**src/rtl/sprite_shift_ctrl_pkg.sv**
```systemverilog
// Shared types and sizing for the sprite row path: FSM states and row geometry.
package sprite_pkg;

  typedef enum logic [2:0] {
    IDLE,
    FETCH,
    LOAD,
    WAIT_X,
    SHIFT
  } state_t;

  localparam int SPRITE_W = 16;
  localparam int SPRITE_H = 16;
  localparam int PIX_BITS = 3;
  localparam int ROW_BITS = SPRITE_W * PIX_BITS;

endpackage

```
**src/rtl/sprite_shift_ctrl_if.sv**
```systemverilog
// Video-timing side <-> sprite row controller bundle; master is the timing/ROM side.
interface sprite_shift_ctrl_if #(
  parameter int ROM_AW = 8
);
  import sprite_pkg::*;

  logic              line_start;
  logic              pix_tick;
  logic [9:0]        hcount;
  logic [9:0]        vcount;
  logic              sprite_on;
  logic [9:0]        sprite_x;
  logic [9:0]        sprite_y;
  logic [ROM_AW-1:0] rom_base;
  logic [ROM_AW-1:0] rom_addr;
  logic              rom_rd;
  logic              sh_ld;
  logic              sh_en;
  logic              pix_valid;
  logic              busy;

  modport master (
    output line_start, pix_tick, hcount, vcount, sprite_on, sprite_x, sprite_y, rom_base,
    input  rom_addr, rom_rd, sh_ld, sh_en, pix_valid, busy
  );

  modport slave (
    input  line_start, pix_tick, hcount, vcount, sprite_on, sprite_x, sprite_y, rom_base,
    output rom_addr, rom_rd, sh_ld, sh_en, pix_valid, busy
  );

endinterface

```
**src/rtl/sprite_shift_ctrl.sv**
```systemverilog
// Per-scanline sequencer: vertical hit test and row fetch at line start, one shifter
// load, then SPRITE_W shift enables starting at the tick whose column equals sprite_x.
module sprite_shift_ctrl #(
  parameter int SPRITE_W = sprite_pkg::SPRITE_W,
  parameter int SPRITE_H = sprite_pkg::SPRITE_H,
  parameter int ROM_AW   = 8,
  parameter int ROM_LAT  = 1
) (
  input  logic                clk,
  input  logic                reset_n,
  sprite_shift_ctrl_if.slave  bus
);
  import sprite_pkg::*;

  localparam int CW = $clog2(SPRITE_W + 1);
  localparam int LW = $clog2(ROM_LAT + 2);

  state_t            state, state_nxt;
  logic [9:0]        x_q;
  logic [CW-1:0]     cnt;
  logic [LW-1:0]     wcnt;
  logic [ROM_AW-1:0] rom_addr_q;
  logic              rom_rd_q;
  logic              pix_valid_q;
  logic              sh_ld_c;
  logic              sh_en_c;
  logic [10:0]       y_end;
  logic              qualify;
  logic              launch;

  // 11-bit bottom bound so sprite_y near 1023 cannot wrap into a false hit
  assign y_end   = {1'b0, bus.sprite_y} + 11'(SPRITE_H);
  assign qualify = bus.sprite_on && (bus.vcount >= bus.sprite_y) && ({1'b0, bus.vcount} < y_end);
  assign launch  = bus.line_start && qualify;

  always_comb begin
    state_nxt = state;
    sh_ld_c   = 1'b0;
    sh_en_c   = 1'b0;
    // line_start wins from any state: abort and re-evaluate as a fresh line
    if (bus.line_start) begin
      state_nxt = qualify ? FETCH : IDLE;
    end else begin
      case (state)
        IDLE: state_nxt = IDLE;
        FETCH: begin
          if (wcnt == LW'(ROM_LAT)) state_nxt = LOAD;
        end
        LOAD: begin
          sh_ld_c   = 1'b1;
          state_nxt = WAIT_X;
        end
        WAIT_X: begin
          if (bus.pix_tick && (bus.hcount == x_q)) begin
            sh_en_c   = 1'b1;
            state_nxt = SHIFT;
          end
        end
        SHIFT: begin
          if (bus.pix_tick) begin
            sh_en_c = 1'b1;
            if (cnt == CW'(SPRITE_W - 1)) state_nxt = IDLE;
          end
        end
        default: state_nxt = IDLE;
      endcase
    end
  end

  always_ff @(posedge clk or negedge reset_n) begin
    if (!reset_n) begin
      state       <= IDLE;
      x_q         <= '0;
      cnt         <= '0;
      wcnt        <= '0;
      rom_addr_q  <= '0;
      rom_rd_q    <= 1'b0;
      pix_valid_q <= 1'b0;
    end else begin
      state       <= state_nxt;
      rom_rd_q    <= launch;
      pix_valid_q <= sh_en_c;
      if (launch) begin
        x_q        <= bus.sprite_x;
        rom_addr_q <= bus.rom_base + ROM_AW'(bus.vcount - bus.sprite_y);
        wcnt       <= '0;
      end else if (state == FETCH) begin
        wcnt <= wcnt + LW'(1);
      end
      if (sh_en_c) cnt <= (state == WAIT_X) ? CW'(1) : cnt + CW'(1);
    end
  end

  assign bus.rom_addr  = rom_addr_q;
  assign bus.rom_rd    = rom_rd_q;
  assign bus.sh_ld     = sh_ld_c;
  assign bus.sh_en     = sh_en_c;
  assign bus.pix_valid = pix_valid_q;
  assign bus.busy      = (state != IDLE);

endmodule

```
**src/flat_wrapper.sv**
```systemverilog
// flat-port wrapper written by rule: the top's interface ports become plain ports
module sprite_shift_ctrl_flat import sprite_pkg::*;
#(
  parameter int SPRITE_W = sprite_pkg::SPRITE_W,
  parameter int SPRITE_H = sprite_pkg::SPRITE_H,
  parameter int ROM_AW   = 8,
  parameter int ROM_LAT  = 1
)
  (clk, reset_n, bus_line_start, bus_pix_tick, bus_hcount, bus_vcount, bus_sprite_on, bus_sprite_x, bus_sprite_y, bus_rom_base, bus_rom_addr, bus_rom_rd, bus_sh_ld, bus_sh_en, bus_pix_valid, bus_busy);
  sprite_shift_ctrl_if #(.ROM_AW(ROM_AW)) bus_i ();
  input  logic clk;
  input  logic reset_n;
  input wire logic [$bits(bus_i.line_start)-1:0] bus_line_start;
  input wire logic [$bits(bus_i.pix_tick)-1:0] bus_pix_tick;
  input wire logic [$bits(bus_i.hcount)-1:0] bus_hcount;
  input wire logic [$bits(bus_i.vcount)-1:0] bus_vcount;
  input wire logic [$bits(bus_i.sprite_on)-1:0] bus_sprite_on;
  input wire logic [$bits(bus_i.sprite_x)-1:0] bus_sprite_x;
  input wire logic [$bits(bus_i.sprite_y)-1:0] bus_sprite_y;
  input wire logic [$bits(bus_i.rom_base)-1:0] bus_rom_base;
  output wire logic [$bits(bus_i.rom_addr)-1:0] bus_rom_addr;
  output wire logic [$bits(bus_i.rom_rd)-1:0] bus_rom_rd;
  output wire logic [$bits(bus_i.sh_ld)-1:0] bus_sh_ld;
  output wire logic [$bits(bus_i.sh_en)-1:0] bus_sh_en;
  output wire logic [$bits(bus_i.pix_valid)-1:0] bus_pix_valid;
  output wire logic [$bits(bus_i.busy)-1:0] bus_busy;
  assign bus_i.line_start = bus_line_start;
  assign bus_i.pix_tick = bus_pix_tick;
  assign bus_i.hcount = bus_hcount;
  assign bus_i.vcount = bus_vcount;
  assign bus_i.sprite_on = bus_sprite_on;
  assign bus_i.sprite_x = bus_sprite_x;
  assign bus_i.sprite_y = bus_sprite_y;
  assign bus_i.rom_base = bus_rom_base;
  assign bus_rom_addr = bus_i.rom_addr;
  assign bus_rom_rd = bus_i.rom_rd;
  assign bus_sh_ld = bus_i.sh_ld;
  assign bus_sh_en = bus_i.sh_en;
  assign bus_pix_valid = bus_i.pix_valid;
  assign bus_busy = bus_i.busy;
  sprite_shift_ctrl #(.SPRITE_W(SPRITE_W), .SPRITE_H(SPRITE_H), .ROM_AW(ROM_AW), .ROM_LAT(ROM_LAT)) u_core (.clk(clk), .reset_n(reset_n), .bus(bus_i));
endmodule
```
**config.mk**
```make
export PLATFORM = sky130hd
export DESIGN_NAME = sprite_shift_ctrl_flat
export DESIGN_NICKNAME = d
export VERILOG_FILES = /design/src/rtl/sprite_shift_ctrl_pkg.sv /design/src/rtl/sprite_shift_ctrl_if.sv /design/src/rtl/sprite_shift_ctrl.sv /design/src/flat_wrapper.sv
export SDC_FILE = /design/constraint.sdc
export NUM_CORES = 1
export LEC_CHECK = 0
export ABC_CLOCK_PERIOD_IN_PS = 1700
export CAP_MARGIN = 25
export CORE_MARGIN = 2
export CORE_UTILIZATION = 44
export CTS_CLUSTER_SIZE = 40
export DETAILED_ROUTE_END_ITERATION = 10
export PLACE_DENSITY = 0.77
export SLEW_MARGIN = 20
export SYNTH_ARGS = -nofsm -noshare
export SYNTH_HDL_FRONTEND = slang
export SYNTH_SLANG_ARGS = --single-unit
```
**constraint.sdc**
```tcl
create_clock -name clk -period 1.7 [get_ports clk]
set_clock_uncertainty 0.2 [all_clocks]
set_input_delay 0.34 -clock clk [delete_from_list [all_inputs] [get_ports clk]]
set_output_delay 0.34 -clock clk [all_outputs]
set_load 0.02 [all_outputs]
```
Word level (Yosys, flattened, before mapping)
Cells that the tools add are included.
{"block": "classes", "addsub": 5, "n_lt_le_gt_ge": 2, "n_eq_ne": 11, "n_mux": 16, "n_reduce_logical": 7}
{"cell": "two-way mux 3 bit", "count": 5}
{"cell": "case mux 3 bit (4 select lines)", "count": 1}
{"cell": "adder 10 x 5 -> 11 bit (second input constant)", "count": 1}
{"cell": "less-than comparator 10 x 11 -> 1 bit", "count": 1}
{"cell": "equality test 10 bit", "count": 1}
{"cell": ">= comparator 10 bit", "count": 1}
{"cell": "inequality test 3 x 2 -> 1 bit (second input constant)", "count": 3}
{"cell": "adder 8 bit", "count": 1}
{"cell": "subtractor 8 bit", "count": 1}
{"cell": "equality test 3 x 2 -> 1 bit (second input constant)", "count": 2}
{"cell": "two-way mux 1 bit", "count": 6}
{"cell": "adder 5 x 1 -> 5 bit (second input constant)", "count": 1}
{"cell": "equality test 5 x 4 -> 1 bit (second input constant)", "count": 1}
{"cell": "two-way mux 5 bit", "count": 1}
{"cell": "logical AND 1 bit", "count": 4}
{"cell": "two-way mux 2 bit", "count": 2}
{"cell": "AND reduction 4 bit", "count": 1}
{"cell": "equality test 3 x 1 -> 1 bit (second input constant)", "count": 1}
{"cell": "equality test 3 bit (second input constant)", "count": 1}
{"cell": "inequality test 3 bit (second input constant)", "count": 1}
{"cell": "nonzero test 3 bit", "count": 1}
{"cell": "adder 2 x 1 -> 2 bit (second input constant)", "count": 1}
{"cell": "equality test 2 x 1 -> 1 bit (second input constant)", "count": 1}
{"cell": "case mux 1 bit (2 select lines)", "count": 1}
{"cell": "nonzero test 2 bit", "count": 1}
{"block": "word_totals", "register_bits": 30, "input_bits": 53, "out_inout_bits": 13, "wordCells": 48}

Longest topological paths before layout
{"block": "logic_depth", "ltp_word": 5, "ltp_mapped": 12, "depth_no_buf": 12}

Worst setup path before layout
OpenSTA, ideal clock, no wires.
{"block": "synth_timing", "kind": "input to register", "start": "input port bus_rom_base[1]", "end": "register u_core.rom_addr_q[6] (netlist: u_core.bus.rom_addr[6])", "setup_time_ps": 125, "arrival_ps": 2366, "t_required_ps": 1375, "setup_slack_ps": -991, "cell_stages": 9, "n_path_buf": 0, "path_cell_list": "inv_1 -> fa_1 -> fa_1 -> nor2b_1 -> o21ai_0 -> a21oi_1 -> nor4_1 -> a311o_1 -> mux2_4"}
{"block": "synth_between", "elab_chain_len": 1}
{"item": "start, declared", "line": "flat_wrapper.sv:20", "rtl": "input wire logic [$bits(bus_i.rom_base)-1:0] bus_rom_base;"}
{"item": "adder 8 bit", "line": "sprite_shift_ctrl.sv:85", "rtl": "rom_addr_q <= bus.rom_base + ROM_AW'(bus.vcount - bus.sprite_y);"}
{"item": "end signal, assigned", "line": "sprite_shift_ctrl.sv:85"}
{"item": "end, declared", "line": "sprite_shift_ctrl.sv:22", "rtl": "logic [ROM_AW-1:0] rom_addr_q;"}
No other way between the ends.
A chain may end at the register's enable or synchronous reset.

Worst setup path after layout
{"block": "layout_timing", "start": "input port bus_sprite_y[6]", "end": "register u_core.state[0]"}
{"block": "layout_between", "elab_chain_len": 5, "elab_cells_between_ends": 7, "classes_between": "add/sub: 1; order compare: 2; mux: 2; reduce/logical: 2"}
{"item": "start, declared", "line": "flat_wrapper.sv:19", "rtl": "input wire logic [$bits(bus_i.sprite_y)-1:0] bus_sprite_y;"}
{"item": "adder 10 x 5 -> 11 bit / >= comparator 10 bit (equally long branches)", "line": "sprite_shift_ctrl.sv:32, sprite_shift_ctrl.sv:33"}
{"item": "less-than comparator 10 x 11 -> 1 bit / logical AND 1 bit (equally long branches)", "line": "sprite_shift_ctrl.sv:33", "rtl": "assign qualify = bus.sprite_on && (bus.vcount >= bus.sprite_y) && ({1'b0, bus.vcount} < y_end);"}
{"item": "logical AND 1 bit *", "line": "sprite_shift_ctrl.sv:33"}
{"item": "two-way mux 1 bit *", "line": "sprite_shift_ctrl.sv:42", "rtl": "state_nxt = qualify ? FETCH : IDLE;"}
{"item": "two-way mux 3 bit *", "line": "sprite_shift_ctrl.sv:41", "rtl": "if (bus.line_start) begin"}
{"item": "end signal, assigned", "line": "sprite_shift_ctrl.sv:80", "rtl": "state <= state_nxt;"}
{"item": "end, declared", "line": "sprite_shift_ctrl.sv:18", "rtl": "state_t state, state_nxt;"}
Every way passes the cells marked *; elsewhere a longest branch is shown, timed or not.

==> summary.txt <==
Drt
  • Total wire length: between 8000 and 9000 µm
  • Number of optimization iterations in the first detailed-route pass: 4
  • ANT nets after route: 0
  • Average via count per standard cell: between 5 and 6
  • Routed wire length per instance: approximately 18 µm
  • Remaining routing DRC violations: 0
  • Iteration-0 DRC Markers: ~110
  • Vias: between 2k and 3k

Critical path
  • Cells traversed along the worst timing path: buf_8 -> inv_4 -> nor3_4 -> nand3_1 -> xnor2_1 -> ha_1 -> o21ai_1 -> o31ai_2 -> o41ai_2 -> o21a_2 -> buf_12 -> buf_16 -> a311o_2
  • Endpoint type of the worst setup path: flop
  • Worst reg-to-reg setup slack: -0.21 ns
  • Critical path buffers and inverters: 4
  • Worst-case reg-to-reg path depth: 6
  • WS Path Type: input port to flop
  • Reg-to-Reg End: u_core.state[0]
  • Highest net fanout along the worst path: 6
  • Startpoint Class: input port
  • Critical path arrival: between 2 and 3 ns
  • Launch instance of the worst register-to-register path: u_core.x_q[1]
  • Path length in cells of the critical path: 13
  • CP max-delay cell: sky130_fd_sc_hd__a311o_2
  • Top Family by Delay on Critical Path: compound AO/OA/AOI/OAI gates
  • Critical path launch point: bus_sprite_y[6]
  • Critical Path End: u_core.state[0]
  • Required @ worst endpoint: ~1.7 ns
  • Critical Path Max Stage Delay: roughly 0.32 ns

Clocking
  • Deepest level of the CTS H-tree: 2
  • Post-CTS clock slew at the launch and capture registers of the worst setup and hold paths: 0.06 ns
  • Clock root cell: sky130_fd_sc_hd__clkbuf_8
  • Clock tree buffer depth: 2
  • CTS Sinks: 30
  • Number of clock buffers inserted by TritonCTS: 5
  • Hold buffer count at cts: 0
  • Clock latency at the later pin of the worst-skew pair: 0.29 ns
  • CTS tree: done

STA
  • Timing-limited maximum frequency: around 380 MHz
  • Final critical-path setup slack: -0.951 ns
  • Setup-violating endpoint count in the final report: 31
  • Clock period minus final worst setup slack: between 2 and 3 ns
  • Final hold viol count: 0
  • Final setup TNS: -21.04 ns
  • Max transition margin: 0.779
  • Transition at the pin with the smallest max-transition slack: between 0.3 and 0.4 ns
  • Final clock period utilization by the worst path: 1.56
  • Max-slew violation count: 0
  • Unrepaired setup endpoints after global routing: yes

Synth
  • Dominant cell type by area after synthesis: sky130_fd_sc_hd__dfrtp_1
  • Async set or reset register ratio after synthesis: 1.00
  • Cell area after synthesis: approximately 2400 µm²
  • Leading post-synthesis cells by cell area: sky130_fd_sc_hd__dfrtp_1 (31%), sky130_fd_sc_hd__ha_1 (14%), sky130_fd_sc_hd__mux2_4 (9.2%)
  • Most instantiated flip-flop cell in the synthesis netlist: sky130_fd_sc_hd__dfrtp_1
  • Mean cell area of the mapped netlist: around 9.7 µm²
  • Part of the Yosys area used for sequential elements: 0.307
  • Area share of the largest cell type after synthesis: 0.307
  • Number of enable flip-flop cells after synthesis: 0
  • Number of synthesis warnings: 0
  • Distinct cell type count after synthesis: 43
  • Post-synthesis sequential element count: 30
  • Number of nets produced by synthesis: around 340
  • Commonest cells in the netlist: sky130_fd_sc_hd__inv_1 (46), sky130_fd_sc_hd__dfrtp_1 (30), sky130_fd_sc_hd__ha_1 (27)
  • Mapped Cells: approximately 250
  • Library cell with the highest instance count after synthesis: sky130_fd_sc_hd__inv_1

Finish
  • Total Nets Final: 491
  • Share of final-layout standard cells stronger than drive strength 1: 0.496
  • Post-layout utilization of the core: 0.810
  • Antenna fix cells: 0
  • Area added between synthesis and finish: 80.4%

Power
  • Int Power: 2.64 mW
  • Largest vdd supply drop: just under 500 µV
  • Leakage component of the power: between 2 and 2.5 nW
  • Total power per unit cell area: roughly 950 nW/µm²
  • Combinational share of power: 0.576
  • Net switching share of the total power: 0.370
  • Share of total power in the clock network: 0.143
  • Total Power Consumption: 4.19 mW
  • Net switching component of the power: approximately 1.5 mW
  • Sequential cell fraction of total power: 0.281

Global route
  • Number of antenna violations at the first check in global routing: 0
  • Global-route wire length before repair: 13500 µm
  • Largest net degree at the start of global routing: 31
  • Via count of the first global-routing pass: approximately 2.8k
  • Global-route total usage across every layer: 0.284
  • Remaining global-route overflow: 0

Die
  • Overall die area: slightly above 6000 µm²
  • Starting density of the core: 0.449
  • Top-level port count: 66
  • Cell row count: 27
  • Die extent in x: roughly 79 µm
  • Height of the die: roughly 80 µm
  • Placeable core area: between 5000 and 6000 µm²

Outcome
  • Violations in the final reports: setup timing
  • Result of the run: finished with violations

Placement
  • Half-perimeter wire length of the detailed placement result: around 4800 µm
  • Count of buffers from port buffering: 65
  • Placer congestion estimate: around 0.86

Job
  • Max capacitance violation total: 0

Worst hold path
  • Worst hold path class: input port to asynchronous set/reset pin
registers in the layout, indices dropped and copies added, names as in the netlist:
name,count
u_core.bus.rom_addr,8
u_core.wcnt,2
u_core.cnt,5
u_core.x_q,10
u_core.state,3
u_core.bus.pix_valid,1
u_core.bus.rom_rd,1
power by group through the flow:
stage          Sequential, mW  Clock [mW]  Combinational (mW)
6_report                 1.18       0.600                2.41
5_1_grt                  1.19       0.640                2.56
4_1_cts                  1.14       0.586                2.18
3_5_place_dp             1.13           0                1.85
3_3_place_gp             1.12           0                1.79
2_1_floorplan            1.21           0               0.899
layout make-up:
class                   instances  area [µm²]
clock inverters                 1        5.00
clock buffers                   7        86.3
multi-input cells             172        1950
fillers                       302        1030
flip-flops and latches         30         751
inverters                      47         191
well taps                      72        90.1
repair buffers                148        1330
how the worst min path moves through the flow:
stage	to	cells after the start	slack, ns
after floorplan	u_core.bus.pix_valid	0	-0.16
after global placement	u_core.cnt[3]	1	0.27
after detailed placement	u_core.cnt[3]	1	0.28
after CTS	u_core.bus.rom_addr[0]	2	0.23
after global routing	u_core.bus.rom_rd	2	0.23
final	u_core.bus.rom_addr[1]	2	0.22
timing repair:
action                                  in CTS  in global routing
endpoints found under the setup margin      42                 33
resized for setup                          187                 33
pin swaps                                   62                 26
cloned                                       2                  0
buffers inserted                            30                 11
worst register-to-register path: stages, from the launching register on:
cell	delay [ns]
sky130_fd_sc_hd__dfrtp_1	0.41
sky130_fd_sc_hd__xnor2_2	0.18
sky130_fd_sc_hd__buf_4	0.13
sky130_fd_sc_hd__nand4_1	0.10
sky130_fd_sc_hd__nor4_2	0.22
sky130_fd_sc_hd__nand2_1	0.13
sky130_fd_sc_hd__a311o_2	0.41
kinds of logic after synthesis:
family	after synthesis	synth area share
mux	18	0.105
xor+xnor	22	0.0789
buf+inv	49	0.0865
simple gates	58	0.120
compound gates	40	0.107
flops	30	0.307
fa+ha+maj	34	0.196
cells in the final DEF (no fill, tap or decap), drive strengths merged, types with 4 or more instances in the layout:
| master | synthesis | layout |
|---|---|---|
| a21oi | 11 | 11 |
| buf | 2 | 93 |
| clkbuf | 0 | 10 |
| clkdlybuf4s15 | 0 | 4 |
| clkdlybuf4s50 | 0 | 15 |
| dfrtp | 30 | 30 |
| dlygate4sd2 | 0 | 33 |
| fa | 7 | 7 |
| ha | 27 | 27 |
| inv | 47 | 47 |
| mux2 | 17 | 17 |
| nand2 | 10 | 10 |
| nand3 | 5 | 5 |
| nand4 | 4 | 4 |
| nor2 | 19 | 19 |
| nor3 | 4 | 4 |
| o21ai | 10 | 10 |
| xnor2 | 22 | 22 |
routing by layer:
layer  routed length (µm)  track usage  share of wire  vias to the layer above
met5                    0            0              0                        -
met4                  218        0.133          0.026                        0
met3                  439       0.0575          0.052                       19
met2                 4550        0.514           0.54                       94
met1                 3230        0.319           0.38                     1235
li1                     -            -              -                     1160
stage by stage:
step	cells	hold WS [ns]	setup slack (ns)	instance area (µm²)
after floorplan	251	-0.156	-0.822	2500
after global placement	445	0.265	-1.48	3690
after detailed placement	445	0.276	-1.53	3690
after CTS	479	0.229	-0.746	4330
after global routing	477	0.232	-1.01	4410
final	477	0.218	-0.951	4410
Note: power is estimated with default switching activity, not from simulation.
